<file path="src/rtl/dmem_access_ctrl.sv">
// dmem_access_ctrl: MEM-stage data-memory controller running one req/addr_ok/data_ok bus transaction per access.
// Bus outputs are registered; the stall to hazard is combinational and independent of pipe_stall_i.
module dmem_access_ctrl #(
    parameter int ADDR_W = 32,
    parameter int DATA_W = 32
) (
    input  logic              clk,
    input  logic              rst,
    input  logic              mem_en_i,
    input  logic              mem_wr_i,
    input  logic [1:0]        mem_size_i,
    input  logic [ADDR_W-1:0] mem_addr_i,
    input  logic [DATA_W-1:0] mem_wdata_i,
    input  logic              except_i,
    input  logic              pipe_stall_i,
    output logic              mem_stall_o,
    output logic [DATA_W-1:0] rdata_o,
    output logic              req_o,
    output logic              wr_o,
    output logic [1:0]        size_o,
    output logic [ADDR_W-1:0] addr_o,
    output logic [DATA_W-1:0] wdata_o,
    input  logic              addr_ok_i,
    input  logic              data_ok_i,
    input  logic [DATA_W-1:0] rdata_i
);
    typedef enum logic [1:0] {IDLE, REQ, WAIT, DONE} state_t;
    state_t state, nxt;
    logic start, resp;
    assign start = (state == IDLE) & mem_en_i & ~except_i;
    // a response only counts once the request has been accepted
    assign resp = data_ok_i & (((state == REQ) & addr_ok_i) | (state == WAIT));
    assign mem_stall_o = mem_en_i & ~except_i & (state != DONE);
    always_comb begin
        nxt = state;
        case (state)
            IDLE:    nxt = start ? REQ : IDLE;
            REQ:     nxt = addr_ok_i ? (data_ok_i ? DONE : WAIT) : REQ;
            WAIT:    nxt = data_ok_i ? DONE : WAIT;
            default: nxt = pipe_stall_i ? DONE : IDLE;
        endcase
    end
    always_ff @(posedge clk or posedge rst) begin
        if (rst) begin
            state   <= IDLE;
            req_o   <= 1'b0;
            wr_o    <= 1'b0;
            size_o  <= 2'd0;
            addr_o  <= '0;
            wdata_o <= '0;
            rdata_o <= '0;
        end else begin
            state <= nxt;
            req_o <= (nxt == REQ);
            if (start) begin
                wr_o    <= mem_wr_i;
                size_o  <= (mem_size_i == 2'd3) ? 2'd2 : mem_size_i;
                addr_o  <= mem_addr_i;
                wdata_o <= mem_wdata_i;
            end
            if (resp && !wr_o)
                rdata_o <= rdata_i;
        end
    end
endmodule

</file>
<file path="config.mk">
export PLATFORM = sky130hd
export DESIGN_NAME = dmem_access_ctrl
export DESIGN_NICKNAME = d
export VERILOG_FILES = /design/src/rtl/dmem_access_ctrl.sv
export SDC_FILE = /design/constraint.sdc
export NUM_CORES = 1
export LEC_CHECK = 0
export BUFFER_PORTS_ARGS = -buffer_cell sky130_fd_sc_hd__buf_2
export CAP_MARGIN = 15
export CELL_PAD_IN_SITES_DETAIL_PLACEMENT = 1
export CELL_PAD_IN_SITES_GLOBAL_PLACEMENT = 1
export CORE_ASPECT_RATIO = 1.4
export CORE_MARGIN = 4
export CORE_UTILIZATION = 33
export DETAILED_ROUTE_END_ITERATION = 6
export PLACE_DENSITY = 0.78
export SYNTH_ARGS = -nofsm -noshare
export SYNTH_HDL_FRONTEND = slang
export SYNTH_SLANG_ARGS = --single-unit
</file>
<file path="constraint.sdc">
create_clock -name clk -period 3.1 [get_ports clk]
set_clock_uncertainty 0.05 [all_clocks]
set_input_delay 0.465 -clock clk [delete_from_list [all_inputs] [get_ports clk]]
set_output_delay 0.465 -clock clk [all_outputs]
set_load 0.02 [all_outputs]
</file>
### Word level (Yosys, flattened, before mapping)

Cells that the tools add are included.

* bits of input ports: 106
* register bits after elaboration: 102
* word-level logic and storage cells: 29
* output and inout bits: 101

* reductions and logical operators: 3
* bitwise logic cells: 8
* muxes and demuxes: 6
* equal/unequal tests: 5

Operator list (number)
* $and A1 B1 Y1: 6
* $mux W2: 3
* $pmux W2 S3: 1
* $eq A2 B1 Y1 const B: 2
* $eq A2 B2 Y1 const B: 2
* $logic_not A2 Y1: 1
* $mux W1: 2
* $ne A2 B2 Y1 const B: 1
* $logic_and A1 B1 Y1: 1
* $logic_not A1 Y1: 1
* $not A1 Y1: 1
* $or A1 B1 Y1: 1

### Depth between registers and ports, before layout

* word-level depth: 6
* gate-level depth with buffers: 6
* mapped depth without buffers: 3

### Least setup slack after synthesis

No wires, ideal clock.

* kind: flip-flop to flip-flop
* start point: reg state[1]
* end point: reg addr_o[10]
* cell stages (with the launch flop): 6
* data required time: 2.925 ns
* path buffers: 3
* data arrival time: 1.583 ns
* setup time: 0.125 ns
* path slack: 1.342 ns
* period minus slack after synthesis: 1.758 ns
* cell sequence: dfrtp_1 buf_6 or4b_4 buf_6 buf_12 mux2_4

* word-level cells in the longest chain between the ends: 3

Ends and longest elaborated chain
* start, declared: RTL line 28 `state_t state, nxt;`
* start signal, assigned: RTL line 53 `state <= nxt;`
* $logic_not A2 Y1: RTL line 30 `assign start = (state == IDLE) & mem_en_i & ~except_i;`
* $and A1 B1 Y1 (2 in series): RTL line 30
* end signal, assigned: RTL line 58 `addr_o <= mem_addr_i;`
* end, declared: RTL line 21 `output logic [ADDR_W-1:0] addr_o,`

Every way passes these cells.
A chain may end at the register's enable or synchronous reset.

### Final worst setup path

* start point: reg state[1]
* end point: out mem_stall_o

* word-level cells in the longest chain between the ends: 2

Ends and longest elaborated chain
* $ne A2 B2 Y1: RTL line 33 `assign mem_stall_o = mem_en_i & ~except_i & (state != DONE);`
* $and A1 B1 Y1: RTL line 33
* end, declared: RTL line 16 `output logic mem_stall_o,`

Every way passes these cells.

==> impl_metrics.csv <==
group,metric,value,unit
sta,rsz0062_at_grt,"no",
floorplanning,die_h,150,um
drt,wirelength,13600,um
synth,ys_ff_latch,102,
placement,dpl.hpwl,10200,um
pwr,ir_worst_vdd,0.366,mV
cts,clkSinkCount,102,
job,drv_cap,0,
sta,maxSlewViolCount,0,
drt,routedWlPerCell,18.5,um
sta,finalHoldViolCount,0,
cells_and_area,fin_util,44.1,%
synth,post-synth-top-area-cell,"dfrtp_1",
cts,cts_tree,"built",
sta,fmax,436,MHz
placement,dp_cells,718,
cells_and_area,nNetsFinal,650,
synth,synth_area_per_cell,13.8,um^2
placement,placed_area,0.00590,mm^2
worst_setup_path,worstSetupPathType,"register to output pin",
synth,yosysUniqueCellTypes,22,
cells_and_area,layout-drive-gt1-share,56.8,%
worst_setup_path,required,2580,ps
synth,yosysWarningCount,0,
drt,drt.antenna.violating_nets,0,
synth,synthArstFlopShare,100,%
worst_setup_path,reg2regPathDepth,4,
floorplanning,core,0.0140,mm^2
grt,grt_pass1_wl,21400,um
worst_setup_path,cp-start-kind,"register",
synth,synth_area_leaders,"dfrtp_1 (54%), mux2_4 (21%), nand2b_1 (5.5%)",
worst_setup_path,crit_family,"buffers and inverters",
grt,antenna_found_initial,0,
cts,cts_setup_buffers,0,
placement,gp_congestion,0.781,
pwr,combPwrFrac,50.4,%
sta,finalCritPeriodShare,74.1,%
cts,ctsResizeCount,0,
worst_setup_path,r2r_end,"rdata_o[16]",
cells_and_area,area_growth_syn_to_layout,29.7,%
floorplanning,initial_core_util,34.0,%
worst_setup_path,reg2reg_slack,1050,ps
worst_setup_path,crit_buf_inv,2,
worst_setup_path,worstPathArrival,1780,ps
cells_and_area,seq_area,0.00255,mm^2
sta,period_needed,2300,ps
sta,setup_tns,0,ps
status,status,"finished, final reports clean",
drt,routed-via-count,3623,
synth,synthFlopType,"dfrtp_1",
pwr,p_leak,3.20,nW
worst_setup_path,critPathMaxFanout,36,
pwr,intPower,4.15,mW
floorplanning,fp.dieW,110,um
worst_setup_path,r2r-start,"state[1]",
synth,synthCells,346,
drt,drtPass1Iterations,4,
cells_and_area,stdcell_count,735,
synth,synth_nets,452,
cts,htree_levels,3,
worst_setup_path,cpMaxStageDelayCell,"dfrtp_1",
cts,cts_max_path_buffers,2,
grt,gr-usage-all-layers,16.6,%
sta,finalSetupViolations,0,
hold_path,hold_class,"primary input to async pin",
cts,cts-root-buf,"clkbuf_16",
cts,path_clk_slew,70,ps
pwr,sequentialPowerShare,34.5,%
worst_setup_path,crit_start,"state[1]",
drt,drt_iter0_markers,150,
pwr,p_switching,2.88,mW
sta,slew_headroom,50.6,%
grt,grt_max_degree,71,
worst_setup_path,max_stage_delay,550,ps
cells_and_area,multi_input_area,0.00198,mm^2
synth,ys_seq_area_share,53.5,%
synth,syn-cell-area,0.00477,mm^2
grt,grt_pass1_vias,4059,
pwr,p_clk_share,15.2,%
cells_and_area,fillers,1574,
worst_setup_path,end_kind,"output pin",
placement,portBuffers,206,
pwr,switching_share,41.0,%
cts,cts_inserted_buffers,9,
pwr,powerDensity,1140,mW/mm^2
drt,post_drt_via_cell_ratio,4.93,
cells_and_area,stdcell_area,0.00618,mm^2
grt,grt.overflow.total,0,
cts,hold_buffers,0,
floorplanning,std_cell_rows,51,
sta,worstMarginPinSlew,742,ps
worst_setup_path,path_cells,"buf_4, nand2_1, and3b_1, buf_2",
pwr,finalPower,7.03,mW
synth,synth_top_area_share,53.5,%
floorplanning,ioPinCount,207,
cts,clkLatencyLatePin,330,ps
drt,drc,0,
floorplanning,fp.dieArea,0.0165,mm^2
synth,synth_edf_count,0,
[power groups by stage]
stage	sequential, mW	combinational, mW	clock (mW)
finish	2.42	3.54	1.07
CTS	2.43	3.59	1.12
floorplan	3.19	1.70	0
global route	2.52	3.80	1.18
detailed placement	2.45	3.58	0
global placement	2.38	3.47	0
[cell families after synthesis]
family,synth area share [%]
flops,53.5
simple gates,8.26
mux,23.8
buf+inv,5.09
compound gates,9.29
[worst max-delay path by stage]
| stage | cells past startpoint | to |
|---|---|---|
| floorplan | 5 | addr_o[10] |
| global placement | 4 | rdata_o[27] |
| detailed placement | 4 | rdata_o[25] |
| CTS | 4 | mem_stall_o |
| global route | 4 | mem_stall_o |
| finish | 4 | mem_stall_o |
[registers in the layout (all words and copies together) (netlist names)]
signal / flops
addr_o: 32
wdata_o: 32
state: 2
req_o: 1
rdata_o: 32
size_o: 2
wr_o: 1
[placed cells by master (no fill, tap or decap), types with 3 or more instances in the layout]
cell type | Yosys | routed
mux2_4 | 66 | 66
o21ai_0 | 3 | 3
buf_4 | 0 | 7
o22ai_1 | 38 | 38
a221oi_1 | 19 | 19
nor2_1 | 19 | 19
nand2b_1 | 42 | 42
nand2_1 | 3 | 3
a21oi_1 | 3 | 3
buf_2 | 5 | 206
mux2_2 | 13 | 13
clkinv_4 | 0 | 3
dfrtp_1 | 102 | 102
clkbuf_16 | 0 | 9
[through the flow]
stage | hold WS (ps) | setup slack, ps
6_report | 182 | 804
5_1_grt | 219 | 682
4_1_cts | 186 | 783
3_5_place_dp | 430 | 1030
3_3_place_gp | 412 | 1120
2_1_floorplan | 530 | 1340
[layout make-up]
class	count	area share (%)
antenna	1	0.0405
clock buffer	10	3.70
clock inverter	6	0.870
multi-input combinational	213	32.0
timing repair buffer	215	18.2
inverter	3	0.243
tap	185	3.74
sequential	102	41.3
[cell usage after synthesis, types with 2 or more instances]
| cell type | instances |
|---|---|
| nor2b_1 | 2 |
| nor2_1 | 19 |
| buf_12 | 6 |
| a21oi_1 | 3 |
| o21ai_0 | 3 |
| a221oi_1 | 19 |
| mux2_2 | 13 |
| buf_1 | 2 |
| inv_1 | 3 |
| mux2_4 | 66 |
| clkbuf_1 | 12 |
| o22ai_1 | 38 |
| buf_6 | 3 |
| dfrtp_1 | 102 |
| buf_2 | 5 |
| nand2b_1 | 42 |
| nand2_1 | 3 |
[per-layer routing]
metal	wire length [um]	vias to the layer above	track usage (%)
li1	-	1651	-
met1	5060	1836	18.2
met2	7430	125	30.9
met3	917	11	4.25
met4	180	0	4.68
met5	0	-	0
Power figures use the tool's default switching activity.
